**src/rtl/clk_seq_pkg.sv**
```systemverilog
// Shared types for the clock-wizard reset sequencer: state encodings and debug width.
package clk_seq_pkg;

    localparam int unsigned STATE_W = 3;

    typedef enum logic [STATE_W-1:0] {
        ST_HOLD      = 3'd0,
        ST_WAIT_LOCK = 3'd1,
        ST_STABLE    = 3'd2,
        ST_RUN       = 3'd3,
        ST_FAIL      = 3'd4
    } state_e;

    function automatic int unsigned max3(input int unsigned a, input int unsigned b,
                                         input int unsigned c);
        int unsigned m;
        m = (a > b) ? a : b;
        return (m > c) ? m : c;
    endfunction

endpackage

```
**src/rtl/sync_2ff.sv**
```systemverilog
// Two-flop synchronizer for a single slow status bit, synchronous reset to 0.
module sync_2ff (
    input  logic clk,
    input  logic reset,
    input  logic d,
    output logic q
);

    logic meta_q;
    logic sync_q;

    always_ff @(posedge clk) begin
        if (reset) begin
            meta_q <= 1'b0;
            sync_q <= 1'b0;
        end else begin
            meta_q <= d;
            sync_q <= meta_q;
        end
    end

    assign q = sync_q;

endmodule

```
**src/rtl/clk_wiz_reset_seq.sv**
```systemverilog
// Sequences the MMCM reset, waits for a stable lock with timeout/retry, then
// releases the downstream reset. Runs from a free-running clock.
module clk_wiz_reset_seq
    import clk_seq_pkg::*;
#(
    parameter int unsigned RST_HOLD_CYCLES = 16,
    parameter int unsigned LOCK_TIMEOUT    = 65536,
    parameter int unsigned STABLE_CYCLES   = 1024,
    parameter int unsigned MAX_RETRIES     = 3,
    localparam int unsigned RC_W = (MAX_RETRIES > 0) ? $clog2(MAX_RETRIES + 1) : 1
) (
    input  logic               clk,
    input  logic               reset,
    input  logic               mmcm_locked,
    input  logic               restart,
    output logic               mmcm_reset,
    output logic               rst_out,
    output logic               ready,
    output logic               fail,
    output logic [RC_W-1:0]    retry_count,
    output logic [STATE_W-1:0] state_dbg
);

    localparam int unsigned CNT_MAX = max3(RST_HOLD_CYCLES, LOCK_TIMEOUT, STABLE_CYCLES);
    localparam int unsigned CNT_W   = $clog2(CNT_MAX + 1);

    localparam logic [CNT_W-1:0] HOLD_LAST   = CNT_W'(RST_HOLD_CYCLES - 1);
    localparam logic [CNT_W-1:0] LOCK_LAST   = CNT_W'(LOCK_TIMEOUT - 1);
    localparam logic [CNT_W-1:0] STABLE_LAST = CNT_W'(STABLE_CYCLES - 1);
    localparam logic [RC_W-1:0]  RETRY_MAX   = RC_W'(MAX_RETRIES);

    logic locked_s;

    sync_2ff u_lock_sync (
        .clk   (clk),
        .reset (reset),
        .d     (mmcm_locked),
        .q     (locked_s)
    );

    state_e            state_q, state_d;
    logic [CNT_W-1:0]  cnt_q, cnt_d;
    logic [RC_W-1:0]   retry_q, retry_d;
    logic              mmcm_reset_q, mmcm_reset_d;
    logic              rst_out_q, rst_out_d;
    logic              ready_q, ready_d;
    logic              fail_q, fail_d;

    // Next state, shared counter, retry tracking and Moore outputs decoded from next state.
    always_comb begin
        state_d      = state_q;
        retry_d      = retry_q;
        cnt_d        = cnt_q;
        mmcm_reset_d = 1'b1;
        rst_out_d    = 1'b1;
        ready_d      = 1'b0;
        fail_d       = 1'b0;

        if (restart) begin
            state_d = ST_HOLD;
            retry_d = '0;
        end else begin
            unique case (state_q)
                ST_HOLD: begin
                    if (cnt_q == HOLD_LAST) state_d = ST_WAIT_LOCK;
                end
                ST_WAIT_LOCK: begin
                    if (locked_s) begin
                        state_d = ST_STABLE;
                    end else if (cnt_q == LOCK_LAST) begin
                        if (retry_q == RETRY_MAX) begin
                            state_d = ST_FAIL;
                        end else begin
                            retry_d = retry_q + RC_W'(1);
                            state_d = ST_HOLD;
                        end
                    end
                end
                ST_STABLE: begin
                    if (!locked_s) begin
                        if (retry_q == RETRY_MAX) begin
                            state_d = ST_FAIL;
                        end else begin
                            retry_d = retry_q + RC_W'(1);
                            state_d = ST_HOLD;
                        end
                    end else if (cnt_q == STABLE_LAST) begin
                        state_d = ST_RUN;
                    end
                end
                ST_RUN: begin
                    if (!locked_s) state_d = ST_HOLD;
                end
                ST_FAIL: begin
                    state_d = ST_FAIL;
                end
                default: begin
                    state_d = ST_HOLD;
                end
            endcase
        end

        if (state_d == ST_RUN && state_q != ST_RUN) retry_d = '0;

        // Counter only matters in the timed states; it idles in RUN and FAIL.
        if (restart || state_d != state_q) begin
            cnt_d = '0;
        end else if (state_q == ST_HOLD || state_q == ST_WAIT_LOCK || state_q == ST_STABLE) begin
            cnt_d = cnt_q + CNT_W'(1);
        end

        unique case (state_d)
            ST_WAIT_LOCK, ST_STABLE: mmcm_reset_d = 1'b0;
            ST_RUN: begin
                mmcm_reset_d = 1'b0;
                rst_out_d    = 1'b0;
                ready_d      = 1'b1;
            end
            ST_FAIL: fail_d = 1'b1;
            default: ;
        endcase
    end

    always_ff @(posedge clk) begin
        if (reset) begin
            state_q      <= ST_HOLD;
            cnt_q        <= '0;
            retry_q      <= '0;
            mmcm_reset_q <= 1'b1;
            rst_out_q    <= 1'b1;
            ready_q      <= 1'b0;
            fail_q       <= 1'b0;
        end else begin
            state_q      <= state_d;
            cnt_q        <= cnt_d;
            retry_q      <= retry_d;
            mmcm_reset_q <= mmcm_reset_d;
            rst_out_q    <= rst_out_d;
            ready_q      <= ready_d;
            fail_q       <= fail_d;
        end
    end

    assign mmcm_reset  = mmcm_reset_q;
    assign rst_out     = rst_out_q;
    assign ready       = ready_q;
    assign fail        = fail_q;
    assign retry_count = retry_q;
    assign state_dbg   = state_q;

endmodule

```
**config.mk**
```make
export PLATFORM = sky130hd
export DESIGN_NAME = clk_wiz_reset_seq
export DESIGN_NICKNAME = d
export VERILOG_FILES = /design/src/rtl/clk_seq_pkg.sv /design/src/rtl/sync_2ff.sv /design/src/rtl/clk_wiz_reset_seq.sv
export SDC_FILE = /design/constraint.sdc
export NUM_CORES = 1
export LEC_CHECK = 0
export CORE_AREA = 8 8 52 64
export CTS_CLUSTER_SIZE = 24
export DETAILED_ROUTE_END_ITERATION = 8
export DIE_AREA = 0 0 60 72
export DONT_BUFFER_PORTS = 1
export PLACE_DENSITY = 0.73
export SKIP_LAST_GASP = 1
export SYNTH_ARGS = -nofsm -noshare
export SYNTH_HDL_FRONTEND = slang
export SYNTH_SLANG_ARGS = --single-unit
```
**constraint.sdc**
```tcl
create_clock -name clk -period 2.65 [get_ports clk]
set_clock_uncertainty 0.2 [all_clocks]
set_input_delay 0.265 -clock clk [delete_from_list [all_inputs] [get_ports clk]]
set_output_delay 0.265 -clock clk [all_outputs]
set_load 0.01 [all_outputs]
```
==> results.cfg <==
[synth]
synth_largest_area_cell = dfxtp_1
synthesis.area_mm2 = 0.00135
synth.most_common_cell = dfxtp_1
syn-num-nets = 152
syn_area_per_cell_um2 = 9.29
synth_edf_count = 0
ys_seq_area_share_pct = 41.6
ys_warn_count = 0
ys_ff_latch = 28
synth_cell_types = 38
ys.flop_type = dfxtp_1
synth_commonest_cells = 28 x dfxtp_1, 11 x nor2_1, 10 x nor2_2, 10 x xor2_1
syn-instance-count = 145
yosysTopAreaCellShare_pct = 41.6
ys_async_sr_fraction_pct = 0
synth_area_leaders = dfxtp_1 42%, xor2_1 6.5%, nor2_2 4.6%, xnor2_1 4.5%, and3_1 4.2%

[drt]
wirelength_mm = 2.69
drt-pass1-iter-count = 4
wire_per_inst_um = 14.9
viasPerCell = 5.78
vias = 1047
met2_wirelength_mm = 1.40
route.met3.wl_um = 117
drc = 0
highest_layer = met4
wl_met1_mm = 1.11
drt_iter0_markers = 53
ant_nets = 0

[run]
maxCapViolCount = 0

[sta]
setup_viol = 0
finalHoldViolCount = 0
hold_ws_ns = 0.209
fin_crit_ns = 2.50
tightestPinTransition_ns = 0.539
slew_headroom_pct = 64.0
slew_viol_final = 0
period_share_pct = 94.3
timing.fmax_mhz = 400

[placed_design]
hpwl_mm = 1.84
placed_area_mm2 = 0.00137
place_inst = 174
port_buffers = 0
gp_congestion = 0.814

[global_routing]
grt_pass1_wl_mm = 4.34
grt_antenna_before_repair = 0
grt_pass1_vias = 982
grt-ovfl-total = 0
grt_max_degree = 17
grt_usage_pct = 12.7

[setup_path]
cp-end-kind = flop
r2r-start = cnt_q[0]$_SDFFE_PP0P_
path_max_fanout = 16
setup.worst_path.start_class = flop
critical_path_class = flop to flop
critical_path_required_ns = 2.71
cp.arrival_ns = 2.56
crit_start = cnt_q[0]$_SDFFE_PP0P_

[floorplanning]
fp.dieArea_mm2 = 0.00432
io_pins = 13
core_mm2 = 0.00238
rows = 20
fp.dieH_um = 72
initial_utilization_pct = 56.7
die_w_um = 60

[clock_network]
cts_made_buffers = 3
clkTransAtPathRegs_ns = 0.14
max-clock-path-buffers = 2
cts_root_buf = clkbuf_4
cts_tree = built
cts-htree-levels = 1
clock_latency_ns = 0.32
clock_sinks = 28

[pwr]
p_per_area_mw_per_mm2 = 426
p_leak_nw = 0.571
ir_drop_uv = 306
p_total_uw = 627

[finish]
final_area_mm2 = 0.00147
fin_nets = 157
stdcell_count = 181
drive_above_1_share_pct = 20.3
synthToLayoutAreaGrowth_pct = 9.38
antenna_cells = 0
fin_util_pct = 62.0

[min_path]
min-delay-start = restart
hold_class = primary input to flop

[status]
status = finished, final reports clean
==> cell families (layout without fill, tap and decap cells) <==
| kind of cell | count (synthesis) | count (layout) | share of synthesized area, % |
|---|---|---|---|
| AOI/OAI and AO/OA | 14 | 14 | 8.17 |
| xor gates and xnor gates | 17 | 17 | 11.0 |
| adders and majority gates | 3 | 3 | 2.79 |
| buffers and inverters | 9 | 12 | 3.62 |
| DFF | 28 | 28 | 41.6 |
| muxes | 2 | 2 | 1.49 |
| and+or+nand+nor | 72 | 72 | 31.3 |
==> per-stage QoR <==
stage | TNS (ns) | setup slack, ns
after floorplan | 0 | 0.266
after global placement | 0 | 0.0760
after detailed placement | -0.601 | -0.0464
after CTS | 0 | 0.0422
after global routing | -0.0124 | -0.0124
final | 0 | 0.151
==> critical path, stage by stage (launching register included) <==
cell and delay [ns]:
dfxtp_1 0.36, ha_1 0.21, and3_1 0.23, nand3_2 0.12, nor3_2 0.04, ha_1 0.19, and3b_1 0.20, o211ai_1 0.25
and3_4 0.26, o211ai_4 0.09, buf_8 0.18, nor2_1 0.10
==> registers in the layout (all words and copies together), names as in the netlist <==
signal              flops
cnt_q                  17
state_dbg               3
retry_count             2
fail                    1
mmcm_reset              1
ready                   1
rst_out                 1
u_lock_sync.meta_q      1
u_lock_sync.q           1
==> timing repair <==
action                                  CTS  global route
resized for setup                         1             9
hold buffers                              3             0
buffers inserted                          0             1
cloned                                    0             0
endpoints found under the setup margin   16            22
pin swaps                                 0             2
hold endpoints to repair                  8             0
==> where the power goes <==
| part | switching [mW] | internal, mW |
|---|---|---|
| Clock | 0.120 | 0.0532 |
| Combinational | 0.0144 | 0.0130 |
| Sequential | 0.00262 | 0.424 |
| Total | 0.137 | 0.490 |
==> final timing paths <==
kind,slack [ns],depth (start not counted),endpoint
setup reg to reg,0.15,11,cnt_q[2]$_SDFFE_PP0P_
hold / removal,0.21,4,cnt_q[1]$_SDFFE_PP0P_
hold reg to reg,0.26,1,u_lock_sync.q$_SDFF_PP0_
setup / recovery,0.15,11,cnt_q[2]$_SDFFE_PP0P_
==> area by class of cell <==
type                    instances  area (um^2)
fillers                       226          903
multi-input cells             108          774
flip-flops and latches         28          561
repair buffers                  7         67.6
well taps                      33         41.3
clock buffers                   3         22.5
inverters                       2         7.51
==> metal layers <==
layer / global-route usage, % / up-vias
li1: - / 511
met1: 13.7 / 508
met2: 23.6 / 22
met3: 2.30 / 6
met4: 3.99 / 0
met5: 0 / -
==> cells in the final DEF, fill, tap and decap left out, types with 2 or more instances in the layout <==
master	n
nor2b_1	5
buf_4	3
and4_1	3
nand2_1	9
inv_1	2
dlygate4sd3_1	3
nor3_2	2
o21ai_0	2
a21boi_0	2
nor2_1	11
and3b_1	2
nand4_1	4
and3_1	8
nor3_1	2
dfxtp_1	28
ha_1	3
nor2_2	10
xnor2_1	7
nand3_1	2
mux2i_1	2
nor4_1	5
xor2_1	10
clkbuf_4	3
(Power assumes the default switching activity.)
